## src/rtl/fetch_pkg.sv

```systemverilog
// Shared types for the front-end fetch stage: FSM encoding, queue entry layout, word size.
package fetch_pkg;

   localparam int INSTR_BYTES   = 4;
   localparam int FETCH_ADDR_W  = 32;
   localparam int FETCH_INSTR_W = 32;

   typedef enum logic [1:0] {
      REQ  = 2'd0,
      WAIT = 2'd1,
      DROP = 2'd2
   } fetch_state_e;

   // Entry layout pushed into the instruction queue; PC occupies the MSBs.
   typedef struct packed {
      logic [FETCH_ADDR_W-1:0]  pc;
      logic [FETCH_INSTR_W-1:0] instr;
   } fetch_entry_t;

endpackage

```

## src/rtl/fetch_hold_buf.sv

```systemverilog
// One-entry staging register between the icache response and the instruction queue.
module fetch_hold_buf
   import fetch_pkg::*;
#(
   parameter int WIDTH = FETCH_ADDR_W + FETCH_INSTR_W
) (
   input  logic             clk,
   input  logic             rst,
   input  logic             load_i,
   input  logic             drain_i,
   input  logic             flush_i,
   input  logic [WIDTH-1:0] data_i,
   output logic             valid_o,
   output logic [WIDTH-1:0] data_o
);

   logic             valid_q, valid_d;
   logic [WIDTH-1:0] data_q, data_d;

   // Flush wins over a same-cycle load; a load refills over a same-cycle drain.
   always_comb begin
      valid_d = valid_q;
      data_d  = data_q;
      if (drain_i) valid_d = 1'b0;
      if (load_i) begin
         valid_d = 1'b1;
         data_d  = data_i;
      end
      if (flush_i) valid_d = 1'b0;
   end

   always_ff @(posedge clk) begin
      if (rst) begin
         valid_q <= 1'b0;
         data_q  <= '0;
      end else begin
         valid_q <= valid_d;
         data_q  <= data_d;
      end
   end

   assign valid_o = valid_q;
   assign data_o  = data_q;

endmodule

```

## src/rtl/fetch_unit.sv

```systemverilog
// PC generation and single-outstanding instruction fetch; pairs each response with its PC
// and hands {pc, instr} to the instruction queue. Redirects re-steer and squash in-flight work.
module fetch_unit
   import fetch_pkg::*;
#(
   parameter int                    ADDR_WIDTH  = 32,
   parameter int                    INSTR_WIDTH = 32,
   parameter logic [ADDR_WIDTH-1:0] RESET_PC    = '0
) (
   input  logic                              clk,
   input  logic                              rst,
   output logic                              icache_req_valid,
   input  logic                              icache_req_ready,
   output logic [ADDR_WIDTH-1:0]             icache_req_addr,
   input  logic                              icache_resp_valid,
   input  logic [INSTR_WIDTH-1:0]            icache_resp_instr,
   input  logic                              redirect_valid,
   input  logic [ADDR_WIDTH-1:0]             redirect_pc,
   output logic                              valid_enq,
   input  logic                              ready_enq,
   output logic [ADDR_WIDTH+INSTR_WIDTH-1:0] data_enq
);

   localparam int                    EW         = ADDR_WIDTH + INSTR_WIDTH;
   localparam logic [ADDR_WIDTH-1:0] ALIGN_MASK = ~ADDR_WIDTH'(INSTR_BYTES - 1);
   localparam logic [ADDR_WIDTH-1:0] PC_STEP    = ADDR_WIDTH'(INSTR_BYTES);

   fetch_state_e          state_q, state_d;
   logic [ADDR_WIDTH-1:0] pc_q, pc_d;
   logic                  hold_valid;
   logic [EW-1:0]         hold_data;
   logic                  req_vld, req_fire, drain, load;

   // A new request may go out only if its response will find the hold slot free.
   assign req_vld  = (state_q == REQ) && (!hold_valid || ready_enq);
   assign req_fire = req_vld && icache_req_ready;
   assign drain    = hold_valid && ready_enq;

   always_comb begin
      state_d = state_q;
      pc_d    = pc_q;
      load    = 1'b0;
      if (redirect_valid) begin
         pc_d = redirect_pc & ALIGN_MASK;
         case (state_q)
            REQ:        state_d = req_fire ? DROP : REQ;
            WAIT, DROP: state_d = icache_resp_valid ? REQ : DROP;
            default:    state_d = REQ;
         endcase
      end else begin
         case (state_q)
            REQ:  if (req_fire) state_d = WAIT;
            WAIT: if (icache_resp_valid) begin
                     load    = 1'b1;
                     pc_d    = pc_q + PC_STEP;
                     state_d = REQ;
                  end
            DROP: if (icache_resp_valid) state_d = REQ;
            default: state_d = REQ;
         endcase
      end
   end

   always_ff @(posedge clk) begin
      if (rst) begin
         state_q <= REQ;
         pc_q    <= RESET_PC;
      end else begin
         state_q <= state_d;
         pc_q    <= pc_d;
      end
   end

   fetch_hold_buf #(.WIDTH(EW)) u_hold (
      .clk     (clk),
      .rst     (rst),
      .load_i  (load),
      .drain_i (drain),
      .flush_i (redirect_valid),
      .data_i  ({pc_q, icache_resp_instr}),
      .valid_o (hold_valid),
      .data_o  (hold_data)
   );

   // Outputs are forced quiet while reset is held, before the synchronous reset lands.
   assign icache_req_valid = req_vld && !rst;
   assign icache_req_addr  = rst ? RESET_PC : pc_q;
   assign valid_enq        = hold_valid && !rst;
   assign data_enq         = rst ? '0 : hold_data;

endmodule

```

## config.mk

```make
export PLATFORM = sky130hd
export DESIGN_NAME = fetch_unit
export DESIGN_NICKNAME = d
export VERILOG_FILES = /design/src/rtl/fetch_pkg.sv /design/src/rtl/fetch_hold_buf.sv /design/src/rtl/fetch_unit.sv
export SDC_FILE = /design/constraint.sdc
export NUM_CORES = 1
export LEC_CHECK = 0
export CAP_MARGIN = 40
export CORE_MARGIN = 4
export CORE_UTILIZATION = 50
export CTS_CLUSTER_SIZE = 28
export DETAILED_ROUTE_END_ITERATION = 7
export PLACE_DENSITY = 0.86
export SLEW_MARGIN = 10
export SYNTH_ARGS = -nofsm -noshare
export SYNTH_HDL_FRONTEND = slang
export SYNTH_HIERARCHICAL = 1
export SYNTH_SLANG_ARGS = --single-unit
```

## constraint.sdc

```tcl
create_clock -name clk -period 3.89 [get_ports clk]
set_input_delay 0.778 -clock clk [delete_from_list [all_inputs] [get_ports clk]]
set_output_delay 0.778 -clock clk [all_outputs]
set_load 0.05 [all_outputs]
```

## After elaboration in Yosys (flattened, before gate mapping)

Index checks and enable logic that the tools add are counted.

- Add/sub/neg operators: 1
- Equality and inequality tests: 4
- Muxes and demuxes: 17
- Reduce and logical (&&, ||, !) cells: 17

Operator list:

| operator | count |
|---|---|
| 2-to-1 mux 32 bit | 4 |
| 2-to-1 mux 64 bit | 1 |
| adder 32 x 3 -> 32 bit, second input constant | 1 |
| 2-to-1 mux 2 bit | 5 |
| one-hot mux 2 bit (2 select lines) | 2 |
| AND reduction 2 bit | 3 |
| nonzero test 2 bit | 3 |
| logical AND 1 bit | 5 |
| 2-to-1 mux 1 bit | 5 |
| OR reduction 2 bit | 2 |
| != test 3 x 1 -> 1 bit, second input constant | 1 |
| != test 3 bit, second input constant | 1 |
| equality test 2 x 1 -> 1 bit, second input constant | 1 |
| equality test 2 bit, second input constant | 1 |
| logical NOT 1 bit | 2 |
| logical NOT 2 bit | 1 |
| logical OR 1 bit | 1 |

- Bits in registers: 99
- Logic and storage cells: 44

## Depth between registers and ports, before layout

Gate-level depths: netlist (run 1).

- Depth after elaboration: 7
- Gate-level depth with buffers: 8
- Mapped depth without buffers: 6

## By module

The synthesis (run 1) kept the hierarchy.

Modules (own cells, without submodules):

| module | times used | cells an instance | area an instance (µm²) |
|---|---|---|---|
| fetch_unit | 1 | 361 | 2711.4 |
| fetch_hold_buf | 1 | 210 | 2321.0 |

## Worst setup path before layout (run 1)

Ideal clock, no wire load.

- Kind: input-to-output
- From: input rst
- To: output icache_req_addr[15]
- Arrival time: 1.821 ns
- Required time: 3.112 ns
- Setup slack: 1.291 ns
- Stages on the path: 3
- Buffers on the path: 2
- Cells stage by stage: clkbuf_1 > buf_1 > nor2_1

- Longest elaborated chain between the ends: 1

RTL lines:

| item | RTL line | text |
|---|---|---|
| start, declared | fetch_unit.sv:11 | `input logic rst,` |
| 2-to-1 mux 32 bit | fetch_unit.sv:87 | `assign icache_req_addr = rst ? RESET_PC : pc_q;` |
| end, declared | fetch_unit.sv:14 | `output logic [ADDR_WIDTH-1:0] icache_req_addr,` |

Every way passes these cells.

## Final worst setup path (run 1)

- From: input ready_enq
- To: output icache_req_valid

- Longest elaborated chain between the ends: 3

RTL lines:

| item | RTL line | text |
|---|---|---|
| start, declared | fetch_unit.sv:20 | `input logic ready_enq,` |
| logical OR 1 bit | fetch_unit.sv:35 | `assign req_vld = (state_q == REQ) && (!hold_valid \|\| ready_enq);` |
| logical AND 1 bit | fetch_unit.sv:35 |  |
| logical AND 1 bit | fetch_unit.sv:86 | `assign icache_req_valid = req_vld && !rst;` |
| end, declared | fetch_unit.sv:12 | `output logic icache_req_valid,` |

Every way passes these cells.

==> summary.md, run 1 <==
| Metric | Value |
|---|---|
| Gr usage total | `23.5%` |
| Worst-path clk slew | `0.09 ns` |
| Wl on met1 | `5350 um` |
| Cts hold-fix bufs | `0` |
| Leading area contributor after synthesis | `dfxtp_1` |
| Final Util | `70.4%` |
| Bufs on Longest Clock Path | `2` |
| Placed insts | `835` |
| Number of distinct library cells after synthesis | `55` |
| CP peak stage delay | `0.82 ns` |
| Routed met3 length | `1440 um` |
| Critical path startpoint category | `input pin` |
| Vias per inst | `5.47` |
| H-tree levels | `3` |
| Pin count of the biggest net entering global routing | `88` |
| CP max stage cell | `clkdlybuf4s50_1` |
| Outcome | `completed` |
| Crit path max fanout | `4` |
| Starting Density | `51.5%` |
| Sequential-to-total area share from yosys stat | `38.6%` |
| Initial DRC count | `299` |
| Required time of the critical path | `3.11 ns` |
| Metal2 WL | `6460 um` |
| Post-synth EDFFs | `0` |
| Post-cts resize count | `0` |
| Max_cap viols | `0` |
| Die Y | `108 um` |
| Tcrit/Tclk final | `82.5%` |
| Max Freq | `312 MHz` |
| Clk root buf | `clkbuf_8` |
| Post-Route WL | `13,500 um` |
| CP bufs+invs | `2` |
| I/O Pins | `168` |
| Min Tclk post-route | `3.21 ns` |
| Post-synth top cells | `97 x dfxtp_1, 92 x nor2b_1, 89 x nor2_1` |
| FF+latch area | `1940 um^2` |
| Post-Synthesis Cell Area | `5030 um^2` |
| RSZ-0062 raised after global routing | `false` |
| Crit path top cell by count | `clkdlybuf4s50_1` |
| Clock Skews | `0.00810 ns` |
| CTS Buf Count | `9` |
| Worst setup EP type | `output port` |
| Vias in the first global route | `4,581` |
| Postcts setup bufs | `0` |
| Mapped Cells | `571` |
| Max-slew headroom | `54.9%` |
| Nets | `787` |
| Endpoints failing hold | `0` |
| Area of the multi-input gates | `2800 um^2` |
| Residual DRC count | `0` |
| Initial antenna violation count | `0` |
| Layout cell share with drive strength beyond 1 | `4.74%` |
| Wire per inst | `15.9 um` |
| Kind of critical path | `in -> out` |
| Power per Cell Area | `298 nW/um^2` |
| Mean Syn Cell Area | `8.81 um^2` |
| First-pass GRT wire length | `22,200 um` |
| Dominant cells by area after synthesis | `dfxtp_1 39%, mux2i_1 13%, nor2b_1 11%` |
| Pre-antenna DRT Iters | `5` |
| CTS tree | `built` |
| Hold Path Class | `reg -> reg` |
| Non-Filler Instances | `851` |
| IO Port Bufs | `163` |
| Slew @ Worst Pin | `0.674 ns` |
| Highest routing layer actually used | `met4` |
| Row cnt | `36` |
| HPWL Detailed | `9750 um` |
| Top-count cell post-synth | `dfxtp_1` |
| Register bit total from synthesis | `97` |
| Synth top area share | `38.6%` |
| Final GP Congestion | `0.818` |
| Skew-Pair Late Insertion Delay | `0.36 ns` |
| Synth async-reset ratio | `0%` |
| Total gr overflow | `0` |
| Die area | `11,700 um^2` |
| Top delay family on crit path | `buffers and inverters` |
| Chip width | `108 um` |
| CP cell instances | `clkdlybuf4s50_1 -> nand2b_1 -> and3_1 -> clkdlybuf4s50_1` |
| Final setup TNS | `0 ns` |
| # fillers | `768` |
| Worst Path Arrival | `2.43 ns` |
| Post-route antenna net violation count | `0` |
| Pleak | `2.34 nW` |
| Top_reg_cell synth | `dfxtp_1` |
| Slew Limit Fails | `0` |
| Placeable Area | `9770 um^2` |
| CTS sink cnt | `97` |
| Final setup violation count | `0` |
| Area Growth Syn to Fin | `36.7%` |
| Maximum vdd drop | `0.000181 V` |
| Antenna diodes | `0` |
| Yosys warnings | `6` |
| Vias | `4,653` |
-- report_power, final --
group / switching [mW] / internal (mW)
clock network: 0.334 / 0.314
registers: 0.0463 / 1.02
logic: 0.179 / 0.151
total: 0.559 / 1.49
-- flip-flops by register name (all words and copies together) (netlist names) --
name,count
u_hold/valid_o,1
pc_q,30
state_q,2
u_hold/data_o,64
-- stage by stage --
stage | setup slack [ns] | hold WS [ns] | area [um^2] | power (mW)
finish | 0.680 | 0.494 | 6880 | 2.05
global route | 0.610 | 0.530 | 6880 | 2.14
CTS | 0.648 | 0.494 | 6880 | 2.06
detailed placement | 0.658 | 0.474 | 6690 | 1.42
global placement | 0.655 | 0.464 | 6690 | 1.41
floorplan | 1.29 | 0.452 | 5040 | 1.28
-- routing by layer --
layer | up-vias | GRT usage, %
li1 | 2274 | -
met1 | 2137 | 28.1
met2 | 217 | 39.4
met3 | 25 | 8.42
met4 | 0 | 7.66
met5 | - | 0
-- worst paths after layout --
| path | start | to | slack, ns | cells after the start |
|---|---|---|---|---|
| worst min-delay path | u_hold/data_o[4] | u_hold/data_o[4] | 0.49 | 2 |
| worst max-delay path | ready_enq | icache_req_valid | 0.68 | 4 |
| worst min register to register | u_hold/data_o[4] | u_hold/data_o[4] | 0.49 | 2 |
| worst max register to register | pc_q[4] | pc_q[25] | 1.52 | 4 |
-- kinds of logic (layout without fill, tap and decap cells) --
logic type               after synthesis  in the layout  synth area share (%)
flip-flops                            97             97                  38.6
AND/OR/NAND/NOR                      279            279                  30.4
buffers and inverters                 54            198                  6.19
XOR/XNOR                              13             13                  2.26
adder cells (fa/ha/maj)                4              4                 0.995
AO/OA/AOI/OAI                         59             59                  8.80
other                                  1              4                0.0745
multiplexers                          64             64                  12.7
-- area by class of cell --
type,instances,area share [%]
clock buffers,13,2.16
well taps,133,2.42
inverters,11,0.600
multi-input cells,423,40.7
repair buffers,171,25.3
clock inverters,3,0.582
flip-flops and latches,97,28.2
-- cell usage in the layout, fill, tap and decap left out, types with 11 or more instances in the layout --
master,instances
nand4_1,15
clkdlybuf4s50_1,162
inv_1,11
dfxtp_1,97
nor2_1,88
nor2b_1,92
nand3_1,16
mux2i_1,64
a211oi_1,14
nand2_1,14
-- worst min-delay path, cell delays in order, from the launching register on --
cell     delay, ns
dfxtp_1       0.33
mux2i_1       0.06
nor2_1        0.07
No activity file was read; power rests on OpenSTA's default activity.
==> run 2: changes to the inputs <==
--- a/config.mk
+++ b/config.mk
@@ -7,10 +7,10 @@
 export LEC_CHECK = 0
 export CAP_MARGIN = 40
 export CORE_MARGIN = 4
-export CORE_UTILIZATION = 50
+export CORE_UTILIZATION = 46
 export CTS_CLUSTER_SIZE = 28
 export DETAILED_ROUTE_END_ITERATION = 7
-export PLACE_DENSITY = 0.86
+export PLACE_DENSITY = 0.8
 export SLEW_MARGIN = 10
 export SYNTH_ARGS = -nofsm -noshare
 export SYNTH_HDL_FRONTEND = slang
==> constraint.sdc (replaced) <==
create_clock -name clk -period 3.4 [get_ports clk]
set_input_delay 0.68 -clock clk [delete_from_list [all_inputs] [get_ports clk]]
set_output_delay 0.68 -clock clk [all_outputs]
set_load 0.05 [all_outputs]
==> summary.md, run 2 (same netlist as run 1, synthesis figures left out) <==
| Metric | Value |
|---|---|
| CP peak stage delay | `0.72 ns (was 0.82 ns)` |
| Clk root buf | `clkbuf_8 (unchanged)` |
| CTS sink cnt | `97 (unchanged)` |
| CP cell instances | `buf_6 -> buf_4 -> nor2b_1 -> clkdlybuf4s50_1 (was clkdlybuf4s50_1 -> nand2b_1 -> and3_1 -> clkdlybuf4s50_1)` |
| Post-Route WL | `13,400 um (was 13,500 um)` |
| Commonest non-fill, non-tap cell in the layout | `clkdlybuf4s50_1 (unchanged)` |
| Placeable Area | `10,500 um^2 (was 9770 um^2)` |
| Maximum vdd drop | `0.000204 V (was 0.000181 V)` |
| Endpoints failing hold | `0 (unchanged)` |
| Power per Cell Area | `342 nW/um^2 (was 298 nW/um^2)` |
| CP max stage cell | `clkdlybuf4s50_1 (unchanged)` |
| Max Freq | `338 MHz` |
| H-tree levels | `3 (unchanged)` |
| Total power | `2.36 mW (was 2.05 mW)` |
| Worst Path Arrival | `2.28 ns (was 2.43 ns)` |
| Final GP Congestion | `0.822 (was 0.818)` |
| Post-route antenna net violation count | `0 (unchanged)` |
| FF+latch area | `1940 um^2 (unchanged)` |
| Post-cts resize count | `0 (unchanged)` |
| CTS tree | `built (unchanged)` |
| Wire per inst | `15.7 um (was 15.9 um)` |
| I/O Pins | `168 (unchanged)` |
| Max-slew headroom | `61.9% (was 54.9%)` |
| Pin count of the biggest net entering global routing | `73 (was 88)` |
| CTS Buf Count | `9 (unchanged)` |
| Most frequent cells in the layout | `161 x clkdlybuf4s50_1, 97 x dfxtp_1, 92 x nor2b_1 (was 162 x clkdlybuf4s50_1, 97 x dfxtp_1, 92 x nor2b_1)` |
| Power share of the clock group | `32.0% (was 31.6%)` |
| Postcts setup bufs | `0 (unchanged)` |
| Critical path endpoint | `data_enq[24] (was icache_req_valid)` |
| Outcome | `completed (unchanged)` |
| Layout cell share with drive strength beyond 1 | `5.82% (was 4.74%)` |
| Slew Limit Fails | `0 (unchanged)` |
| CP Launch Point | `rst (was ready_enq)` |
| RR Endpoint | `pc_q[24] (was pc_q[25])` |
| Largest register FFs | `64 (unchanged)` |
| Vias per inst | `5.37 (was 5.47)` |
| RSZ-0062 raised after global routing | `false (unchanged)` |
| Area Growth Syn to Fin | `37.1% (was 36.7%)` |
| Chip width | `113 um (was 108 um)` |
| Reg power frac | `51.8% (was 52.2%)` |
| Worst r2r src | `pc_q[6] (was pc_q[4])` |
| FF-to-FF setup slack | `1.15 ns (was 1.52 ns)` |
| Starting Density | `47.9% (was 51.5%)` |
| Nets | `791 (was 787)` |
| Worst setup EP type | `output port (unchanged)` |
| Vias in the first global route | `4,507 (was 4,581)` |
| Die area | `12,700 um^2 (was 11,700 um^2)` |
| Slew @ Worst Pin | `0.570 ns (was 0.674 ns)` |
| Crit path max fanout | `72 (was 4)` |
| Antenna diodes | `0 (unchanged)` |
| Vias | `4,610 (was 4,653)` |
| Skew-Pair Late Insertion Delay | `0.37 ns (was 0.36 ns)` |
| Required time of the critical path | `2.72 ns (was 3.11 ns)` |
| Cts hold-fix bufs | `0 (unchanged)` |
| Hold Path Class | `reg -> reg (unchanged)` |
| Min Tclk post-route | `2.96 ns` |
| Pleak | `2.36 nW (was 2.34 nW)` |
| Pre-antenna DRT Iters | `5 (unchanged)` |
| HPWL Detailed | `9710 um (was 9750 um)` |
| Switching power | `666 uW (was 559 uW)` |
| Final setup violation count | `0 (unchanged)` |
| Max_cap viols | `0 (unchanged)` |
| Residual DRC count | `0 (unchanged)` |
| Initial antenna violation count | `0 (unchanged)` |
| Initial DRC count | `243 (was 299)` |
| Kind of critical path | `in -> out (unchanged)` |
| Int Pwr | `1.69 mW (was 1.49 mW)` |
| Combinational fraction of design power | `16.1% (was 16.2%)` |
| Sw Share | `28.2% (was 27.3%)` |
| First-pass GRT wire length | `21,900 um (was 22,200 um)` |
| Total gr overflow | `0 (unchanged)` |
| Area of the multi-input gates | `2800 um^2 (unchanged)` |
| Gr usage total | `20.6% (was 23.5%)` |
| Final setup TNS | `0 ns (unchanged)` |
| Row cnt | `37 (was 36)` |
| Clock Skews | `0.0139 ns (was 0.00810 ns)` |
| Critical path startpoint category | `input pin (unchanged)` |
| R2r worst-path depth | `4 (unchanged)` |
| IO Port Bufs | `163 (unchanged)` |
| # fillers | `914 (was 768)` |
| Tcrit/Tclk final | `87.0%` |
| Die Y | `113 um (was 108 um)` |
| Worst-path clk slew | `0.09 ns (about the same)` |
| Bufs on Longest Clock Path | `2 (unchanged)` |
[run 2: cell types whose count changed in the layout (fill, tap and decap cells not counted), moves of 2 or more]
cell / previous run / this run
buf_12: 4 / 2
buf_4: 4 / 11
clkbuf_1: 3 / 0
clkbuf_8: 10 / 13
clkinv_4: 0 / 2
[run 2: critical path, delay by kind of cell]
kind          cells  cell delay, ns
simple gates      1            0.08
buf+inv           3            1.49
[run 2: per-layer routing]
layer  track usage (%)  wire, um  part of all wire [%]
met5                 0         0                     0
met1              25.5      5730                    43
met2              33.7      6230                    46
met3              7.92      1270                   9.5
met4              5.53       196                   1.5
[run 2: how the worst min path moves through the flow]
| stage | startpoint | to | slack, ns | depth (start not counted) |
|---|---|---|---|---|
| global route | u_hold/data_o[56] | u_hold/data_o[56] | 0.52 | 2 |
| floorplan | u_hold/data_o[0] | u_hold/data_o[0] | 0.45 | 2 |
| detailed placement | u_hold/data_o[44] | u_hold/data_o[44] | 0.47 | 2 |
| CTS | u_hold/data_o[23] | u_hold/data_o[23] | 0.50 | 2 |
| global placement | u_hold/data_o[45] | u_hold/data_o[45] | 0.46 | 2 |
| finish | u_hold/data_o[23] | u_hold/data_o[23] | 0.49 | 2 |
[run 2: cell type report]
class	count	share of cell area [%]
Multi-Input combinational cell	423	40.6
Sequential cell	97	28.2
Timing Repair Buffer	175	25.3
Clock buffer	13	2.59
Tap cell	136	2.47
Inverter	11	0.599
Clock inverter	3	0.327
[run 2: power by group through the flow]
stage	sequential, mW	combinational, mW	clock, mW
2_1_floorplan	1.23	0.237	0
3_3_place_gp	1.24	0.372	0
3_5_place_dp	1.25	0.379	0
4_1_cts	1.22	0.381	0.774
5_1_grt	1.23	0.407	0.830
6_report	1.22	0.380	0.755
[run 2: metrics by stage]
stage	utilization, %	cells	setup slack, ns	instance area (um^2)	hold slack, ns
after CTS	65.6	858	0.435	6900	0.495
after detailed placement	63.7	842	0.436	6700	0.472
after floorplan	-	574	0.997	5040	0.452
after global placement	63.7	842	0.464	6700	0.464
after global routing	65.6	858	0.344	6900	0.519
final	65.6	858	0.441	6900	0.487
